## src/rtl/fib_pkg.sv

```systemverilog
// Shared definitions for the Fibonacci sequencer: FSM state encoding,
// external ALU opcodes and a helper for sizing the byte index.
package fib_pkg;

    typedef enum logic [1:0] {
        IDLE = 2'd0,
        ADD  = 2'd1,
        DONE = 2'd2
    } fib_state_t;

    localparam logic [1:0] OP_ADC = 2'd0;
    localparam logic [1:0] OP_SBB = 2'd1;
    localparam logic [1:0] OP_AND = 2'd2;
    localparam logic [1:0] OP_OR  = 2'd3;

    function automatic int idx_width(input int nbytes);
        return (nbytes > 1) ? $clog2(nbytes) : 1;
    endfunction

endpackage

```

## src/rtl/fib_sequencer_if.sv

```systemverilog
// Command/result and byte-ALU signals of the Fibonacci sequencer.
// The master modport is the parent (issues start, hosts the ALU); the slave is the sequencer.
interface fib_sequencer_if #(
    parameter int NBYTES = 2
);
    logic                  start;
    logic [7:0]            n;
    logic                  busy;
    logic                  done;
    logic [8*NBYTES-1:0]   fib;
    logic                  overflow;
    logic [7:0]            alu_left;
    logic [7:0]            alu_right;
    logic                  alu_carry_in;
    logic [1:0]            alu_op;
    logic [7:0]            alu_result;
    logic                  alu_carry_out;

    modport master (
        output start, n, alu_result, alu_carry_out,
        input  busy, done, fib, overflow, alu_left, alu_right, alu_carry_in, alu_op
    );

    modport slave (
        input  start, n, alu_result, alu_carry_out,
        output busy, done, fib, overflow, alu_left, alu_right, alu_carry_in, alu_op
    );
endinterface

```

## src/rtl/fib_sequencer.sv

```systemverilog
// Computes F(n) one byte per cycle through an external 8-bit ALU.
// Optional FIB_OVF_STOP_EN: stop as soon as the result is known to overflow and report all-ones.
module fib_sequencer
    import fib_pkg::*;
#(
    parameter int NBYTES = 2
)(
    input  logic           clk,
    input  logic           reset,
    fib_sequencer_if.slave bus
);
    localparam int IDXW = idx_width(NBYTES);
    localparam int W    = 8 * NBYTES;

    fib_state_t              r_state, w_next;
    logic [NBYTES-1:0][7:0]  r_a, r_b, w_a, w_b;
    logic [7:0]              r_rem, w_rem;
    logic [IDXW-1:0]         r_idx, w_idx;
    logic                    r_carry, w_carry;
    logic                    r_a_ovf, w_a_ovf;
    logic                    r_b_ovf, w_b_ovf;
    logic [W-1:0]            r_fib, w_fib;
    logic                    r_ovf, w_ovf;
    logic                    w_last_byte;
`ifdef FIB_OVF_STOP_EN
    logic                    w_stop;
`endif

    always_ff @(posedge clk) begin
        if (reset) begin
            r_state <= IDLE;
            r_a     <= '0;
            r_b     <= '0;
            r_rem   <= '0;
            r_idx   <= '0;
            r_carry <= 1'b0;
            r_a_ovf <= 1'b0;
            r_b_ovf <= 1'b0;
            r_fib   <= '0;
            r_ovf   <= 1'b0;
        end else begin
            r_state <= w_next;
            r_a     <= w_a;
            r_b     <= w_b;
            r_rem   <= w_rem;
            r_idx   <= w_idx;
            r_carry <= w_carry;
            r_a_ovf <= w_a_ovf;
            r_b_ovf <= w_b_ovf;
            r_fib   <= w_fib;
            r_ovf   <= w_ovf;
        end
    end

    // One iteration (a,b) -> (b,a+b) takes NBYTES cycles, low byte first
    always_comb begin
        w_next      = r_state;
        w_a         = r_a;
        w_b         = r_b;
        w_rem       = r_rem;
        w_idx       = r_idx;
        w_carry     = r_carry;
        w_a_ovf     = r_a_ovf;
        w_b_ovf     = r_b_ovf;
        w_fib       = r_fib;
        w_ovf       = r_ovf;
        w_last_byte = (r_idx == IDXW'(NBYTES - 1));
`ifdef FIB_OVF_STOP_EN
        w_stop      = 1'b0;
`endif
        bus.alu_op       = 2'd0;
        bus.alu_left     = 8'd0;
        bus.alu_right    = 8'd0;
        bus.alu_carry_in = 1'b0;

        case (r_state)
            IDLE: begin
                if (bus.start) begin
                    w_a     = '0;
                    w_b     = W'(1);
                    w_rem   = bus.n;
                    w_idx   = '0;
                    w_carry = 1'b0;
                    w_a_ovf = 1'b0;
                    w_b_ovf = 1'b0;
                    w_next  = (bus.n != 8'd0) ? ADD : DONE;
                end
            end
            ADD: begin
                bus.alu_op       = OP_ADC;
                bus.alu_left     = r_a[r_idx];
                bus.alu_right    = r_b[r_idx];
                bus.alu_carry_in = (r_idx == '0) ? 1'b0 : r_carry;
                w_b[r_idx]       = bus.alu_result;
                w_a[r_idx]       = r_b[r_idx];
                w_carry          = bus.alu_carry_out;
                w_idx            = r_idx + 1'b1;
                if (w_last_byte) begin
                    w_idx   = '0;
                    w_rem   = r_rem - 8'd1;
                    w_a_ovf = r_b_ovf;
                    w_b_ovf = r_b_ovf | bus.alu_carry_out;
                    if (r_rem == 8'd1) begin
                        w_next = DONE;
                    end
`ifdef FIB_OVF_STOP_EN
                    // An overflowed b becomes a on the next iteration, so the result is already lost
                    else if (w_b_ovf) begin
                        w_stop = 1'b1;
                        w_next = DONE;
                    end
`endif
                end
            end
            DONE: w_next = IDLE;
            default: w_next = IDLE;
        endcase

        // Result registers load on entry to DONE so they are valid alongside done
        if (w_next == DONE && r_state != DONE) begin
            w_fib = w_a;
            w_ovf = w_a_ovf;
`ifdef FIB_OVF_STOP_EN
            if (w_stop || w_a_ovf) begin
                w_fib = '1;
                w_ovf = 1'b1;
            end
`endif
        end
    end

    assign bus.busy     = (r_state == ADD);
    assign bus.done     = (r_state == DONE);
    assign bus.fib      = r_fib;
    assign bus.overflow = r_ovf;

endmodule

```

## src/flat_wrapper.sv

```systemverilog
// flat-port wrapper written by rule: the top's interface ports become plain ports
module fib_sequencer_flat import fib_pkg::*;
#(
    parameter int NBYTES = 2
)
  (clk, reset, bus_start, bus_n, bus_alu_result, bus_alu_carry_out, bus_busy, bus_done, bus_fib, bus_overflow, bus_alu_left, bus_alu_right, bus_alu_carry_in, bus_alu_op);
  fib_sequencer_if #(.NBYTES(NBYTES)) bus_i ();
  input  logic clk;
  input  logic reset;
  input wire logic [$bits(bus_i.start)-1:0] bus_start;
  input wire logic [$bits(bus_i.n)-1:0] bus_n;
  input wire logic [$bits(bus_i.alu_result)-1:0] bus_alu_result;
  input wire logic [$bits(bus_i.alu_carry_out)-1:0] bus_alu_carry_out;
  output wire logic [$bits(bus_i.busy)-1:0] bus_busy;
  output wire logic [$bits(bus_i.done)-1:0] bus_done;
  output wire logic [$bits(bus_i.fib)-1:0] bus_fib;
  output wire logic [$bits(bus_i.overflow)-1:0] bus_overflow;
  output wire logic [$bits(bus_i.alu_left)-1:0] bus_alu_left;
  output wire logic [$bits(bus_i.alu_right)-1:0] bus_alu_right;
  output wire logic [$bits(bus_i.alu_carry_in)-1:0] bus_alu_carry_in;
  output wire logic [$bits(bus_i.alu_op)-1:0] bus_alu_op;
  assign bus_i.start = bus_start;
  assign bus_i.n = bus_n;
  assign bus_i.alu_result = bus_alu_result;
  assign bus_i.alu_carry_out = bus_alu_carry_out;
  assign bus_busy = bus_i.busy;
  assign bus_done = bus_i.done;
  assign bus_fib = bus_i.fib;
  assign bus_overflow = bus_i.overflow;
  assign bus_alu_left = bus_i.alu_left;
  assign bus_alu_right = bus_i.alu_right;
  assign bus_alu_carry_in = bus_i.alu_carry_in;
  assign bus_alu_op = bus_i.alu_op;
  fib_sequencer #(.NBYTES(NBYTES)) u_core (.clk(clk), .reset(reset), .bus(bus_i));
endmodule
```

## config.mk

```make
export PLATFORM = sky130hd
export DESIGN_NAME = fib_sequencer_flat
export DESIGN_NICKNAME = d
export VERILOG_FILES = /design/src/rtl/fib_pkg.sv /design/src/rtl/fib_sequencer_if.sv /design/src/rtl/fib_sequencer.sv /design/src/flat_wrapper.sv
export SDC_FILE = /design/constraint.sdc
export NUM_CORES = 1
export LEC_CHECK = 0
export ABC_AREA = 1
export CORE_ASPECT_RATIO = 1.75
export CORE_MARGIN = 2
export CORE_UTILIZATION = 50
export DETAILED_ROUTE_END_ITERATION = 8
export PLACE_DENSITY = 0.79
export SETUP_SLACK_MARGIN = 0.2
export SYNTH_ARGS = -nofsm -noshare
export SYNTH_HDL_FRONTEND = slang
export SYNTH_SLANG_ARGS = --single-unit
```

## constraint.sdc

```tcl
create_clock -name clk -period 1.55 [get_ports clk]
set_input_delay 0.2325 -clock clk [delete_from_list [all_inputs] [get_ports clk]]
set_output_delay 0.2325 -clock clk [all_outputs]
set_load 0.01 [all_outputs]
```

After elaboration in Yosys (flattened, before gate mapping)
Index checks and enable logic that the tools add are counted.

Reductions and logical operators: 7. Multiplexer cells: 33. $lt $le $gt $ge: 2. Bitwise logic cells: 1. Equality and inequality tests: 7. Add/sub/neg operators: 2.

Operators by type and width (number): 8-bit 2-to-1 mux (9); 16-bit case mux with 2 select lines (2); 16-bit bitwise mux (2); 16-bit 2-to-1 mux (2); 8-bit case mux with 2 select lines (1); 8-bit demux with 1-bit select (1); 8-bit by 1-bit equality test with 1-bit output, second input constant (1); 2-bit 2-to-1 mux (4); 1-bit case mux with 2 select lines (4); 8-bit nonzero test (1); 8-bit by 1-bit subtractor with 8-bit output, second input constant (1); 1-bit 2-to-1 mux (7); 2-bit equality test, second input constant (2); 2-bit inequality test, second input constant (2); 2-bit case mux with 2 select lines (1); 3-bit AND reduction (1); 2-bit by 1-bit equality test with 1-bit output, second input constant (1); 1-bit logical AND (2); 2-bit logical NOT (1); 1-bit by 2-bit less-than comparator with 1-bit output, second input constant (1); 2-bit by 1-bit inequality test with 1-bit output, second input constant (1); 2-bit AND reduction (1); 2-bit nonzero test (1); 1-bit adder, second input constant (1); 2 further kinds (2).

Word-level logic and storage cells: 64. Register bits: 63.

Depth between registers and ports, before layout
Word-level depth: 6. Mapped depth: 10.

Least setup slack after synthesis
OpenSTA, ideal clock, no wires.

Path kind: register -> output. Start: register u_core.r_state[0]. End: output bus_alu_left[0]. Buffers on the path: 1. Required time: 1317 ps. Stages on the path, launching flop included: 6. Arrival: 1186 ps. Slack: 131 ps. Path through: dfxtp_1 -> nand2_4 -> nor2_2 -> inv_1 -> clkbuf_1 -> o21ai_0.

Word-level cells in the longest chain between the ends: 2.

RTL lines: start, declared (line fib_sequencer.sv:15) `fib_state_t r_state, w_next;`; start signal, assigned (line fib_sequencer.sv:42) `r_state <= w_next;`; 2-bit by 1-bit equality test with 1-bit output (line fib_sequencer.sv:76) `case (r_state)`; 8-bit 2-to-1 mux (line fib_sequencer.sv:76); end, declared (line flat_wrapper.sv:18) `output wire logic [$bits(bus_i.alu_left)-1:0] bus_alu_left;`.

Every way passes these cells.

Final worst setup path
Start: register u_core.r_state[1]. End: output bus_alu_right[1].

Word-level cells in the longest chain between the ends: 2.

RTL lines: 2-bit by 1-bit equality test with 1-bit output (line fib_sequencer.sv:76); 8-bit 2-to-1 mux (line fib_sequencer.sv:76); end, declared (line flat_wrapper.sv:19) `output wire logic [$bits(bus_i.alu_right)-1:0] bus_alu_right;`.

Every way passes these cells.

==> run_results.csv <==
group,metric,value,unit
run_status,status,"complete, but fails checks",
run_status,violations,"negative setup slack",
finish,final.fill_count,204,
power,ir_worst_vdd,1.04,mV
die,core_area,5300,µm²
hold_path,hold_start,"bus_alu_result[3]",
detailed_routing,drt_first_pass_iters,5,
cts,cts_root_buffer,"clkbuf_8",
synthesis,synth_area_leaders,"dfxtp_1, nand2_1, nor2_1",
critical_path,worstPathMaxFanout,7,
finish,fin_util,89.8,%
detailed_routing,wire_per_inst,22.6,µm
power,powerDensity,987,nW/µm²
placed_design,place_congestion,0.914,
cts,htreeDepth,3,
die,dieArea,6140,µm²
synthesis,synth-seq-area-share,45.8,%
cts,clk-insertion-delay-late,370,ps
global_route,grt_pass1_wl,16.7,mm
synthesis,yosys.area.top_type_share,45.8,%
critical_path,worstSetupPathType,"flip-flop to primary output",
hold_path,min_to,"u_core.r_b[11]",
critical_path,cp-start-kind,"flip-flop",
detailed_routing,ant_nets,0,
synthesis,synth_seq_cells,63,
die,start_util,52.0,%
cts,clockBufferDepth,2,
power,finalPower,4.69,mW
critical_path,crit_path_frequent_cell,"nand2_1",
critical_path,cp_slowest_cell,"dfxtp_2",
timing,fin_skew,9.39,ps
critical_path,r2r_cells,13,
critical_path,rr_endpoint,"u_core.r_a[8]",
finish,n_antenna_cell,0,
global_route,grt_usage,38.1,%
timing,fmax,556,MHz
critical_path,cp.arrival,1570,ps
timing,slew_viol_final,0,
cts,cts_sinks,63,
finish,area_delta_synth_final,72.7,%
hold_path,hp-class,"input port to flip-flop",
synthesis,synth_cells,399,
critical_path,cp-end-kind,"primary output",
critical_path,r2r_slack,-230,ps
hold_path,hold_depth,3,
timing,setup_viol,75,
timing,hold_viol,0,
synthesis,ys_types,28,
placed_design,portBuffers,55,
die,die-width,60.1,µm
critical_path,cp.required,1320,ps
timing,period_share,116,%
run,drv_cap,0,
timing,finalCriticalPeriod,1800,ps
critical_path,worstPathCellList,"inv_2 > nand2_4 > nor2_8 > buf_6 > nand2_1 > nand2_1 > buf_2",
detailed_routing,routed_wl,13.4,mm
global_route,antenna_found_initial,0,
critical_path,critPathMaxStageDelay,330,ps
detailed_routing,drtIter0Drc,469,
synthesis,syn_area_per_cell,6.90,µm²
finish,layout.nets,535,
die,rows,35,
power,p_leak,2.13,nW
die,die_h,102,µm
timing,setup_slack,-250,ps
cts,numCtsBuffers,9,
synthesis,yosysWarnings,0,
timing,rsz0062_at_grt,"true",
die,io_pins,58,
cts,clk_pin_slew_worst_paths,80,ps
global_route,grt_max_degree,37,
cts,cts_tree,"yes",
placed_design,hpwl,5.87,mm
finish,drive_above_1_share,40.5,%
finish,multi_input_area,1800,µm²
global_route,overflow,0,
synthesis,synth.largest_area_cell,"dfxtp_1",
critical_path,rr_startpoint,"u_core.r_state[1]",
detailed_routing,drc_errors,0,
synthesis,syn-cell-area,2750,µm²
detailed_routing,vias,3572,
global_route,grt_pass1_vias,3381,
finish,seq_area,1270,µm²
detailed_routing,vias_per_cell,6.03,
[power by group]
part           switching [mW]  internal, mW
Sequential             0.0713          1.69
Clock                   0.724         0.993
Combinational           0.697         0.519
Total                    1.49          3.20
[what timing repair did]
action	in CTS	in global routing
hold buffers	0	0
buffers inserted	12	6
endpoints found under the setup margin	92	82
resized for setup	216	110
cloned	4	0
pin swaps	9	28
[cell type report]
cell class | count | share of cell area (%)
Inverter | 54 | 4.81
Sequential cell | 63 | 26.6
Tap cell | 74 | 1.95
Clock inverter | 3 | 1.37
Clock buffer | 13 | 3.34
Timing Repair Buffer | 119 | 24.0
Multi-Input combinational cell | 266 | 37.8
[through the flow]
| step | setup WS (ps) | hold slack [ps] | cells | setup TNS (ps) | area (µm²) |
|---|---|---|---|---|---|
| 6_report | -250 | 466 | 592 | -8200 | 4760 |
| 5_1_grt | -306 | 483 | 592 | -12250 | 4760 |
| 4_1_cts | -127 | 469 | 586 | -1360 | 4300 |
| 3_5_place_dp | -182 | 457 | 554 | -6330 | 3650 |
| 3_3_place_gp | -162 | 450 | 554 | -4490 | 3650 |
| 2_1_floorplan | 199 | 376 | 400 | 0 | 2760 |
[placed cells by master, fill, tap and decap left out, types with 3 or more instances in the layout]
cell and count:
nor2_1 60, dfxtp_1 60, nand2_1 58, inv_1 43
buf_4 32, buf_6 31, clkdlybuf4s50_1 19, nand2_4 17
dlygate4sd2_1 17, o21ai_2 16, a21oi_1 15, o21ai_4 13
a21oi_2 12, buf_2 12, o21ai_1 11, clkbuf_8 11
o21ai_0 9, nor2_2 9, nand2_2 8, nand3_1 7
nor2_4 6, inv_2 5, o22ai_2 5, inv_4 4
buf_8 4, nand3_4 3
[kinds of logic after synthesis]
| family | Yosys count | share of synthesized area, % |
|---|---|---|
| xor gates and xnor gates | 1 | 0.318 |
| and+or+nand+nor | 174 | 25.9 |
| other | 1 | 0.136 |
| DFF | 63 | 45.8 |
| adders and majority gates | 2 | 0.909 |
| AOI/OAI and AO/OA | 87 | 16.4 |
| buffers and inverters | 71 | 10.6 |
[layer usage]
layer	track usage, %	up-vias	routed length [µm]	share of wire (%)
met2	65.2	317	6610	49
met1	37.8	1652	4340	32
met4	28.2	0	1300	9.7
met5	0	-	0	0
met3	10.4	118	1160	8.6
li1	-	1485	-	-
[flip-flops by register name, summed over array words and instances, names as in the netlist]
name / count
u_core.r_a_ovf: 1
u_core.r_b_ovf: 1
u_core.bus.fib: 16
u_core.r_state: 2
u_core.r_rem: 8
u_core.bus.overflow: 1
u_core.r_idx: 1
u_core.r_b: 16
u_core.r_a: 16
u_core.r_carry: 1
[worst max-delay path, delay by kind of cell (launching register included)]
kind | cells | cell delay (ps)
buffers and inverters | 3 | 370
DFF | 1 | 330
and+or+nand+nor | 4 | 510
[worst max path at each step]
stage                      start                to  slack (ps)  cells past startpoint
2_1_floorplan  u_core.r_state[0]   bus_alu_left[0]         200                      5
3_3_place_gp   u_core.r_state[0]  bus_alu_right[6]        -160                      6
3_5_place_dp   u_core.r_state[0]  bus_alu_right[6]        -180                      6
4_1_cts        u_core.r_state[1]   bus_alu_left[0]        -130                      7
5_1_grt        u_core.r_state[1]  bus_alu_right[1]        -310                      7
6_report       u_core.r_state[1]  bus_alu_right[1]        -250                      7
[Yosys cell counts, drive strengths merged]
cell type   n
clkbuf      7
o21a        1
o22ai       7
or2         1
nor2       76
nand4       1
buf        10
nand3      11
xor2        1
inv        54
a211oi      2
nor3        1
a21oi      28
conb        1
dfxtp      63
ha          2
o21ai      49
nand2      84
(Power assumes the default switching activity.)
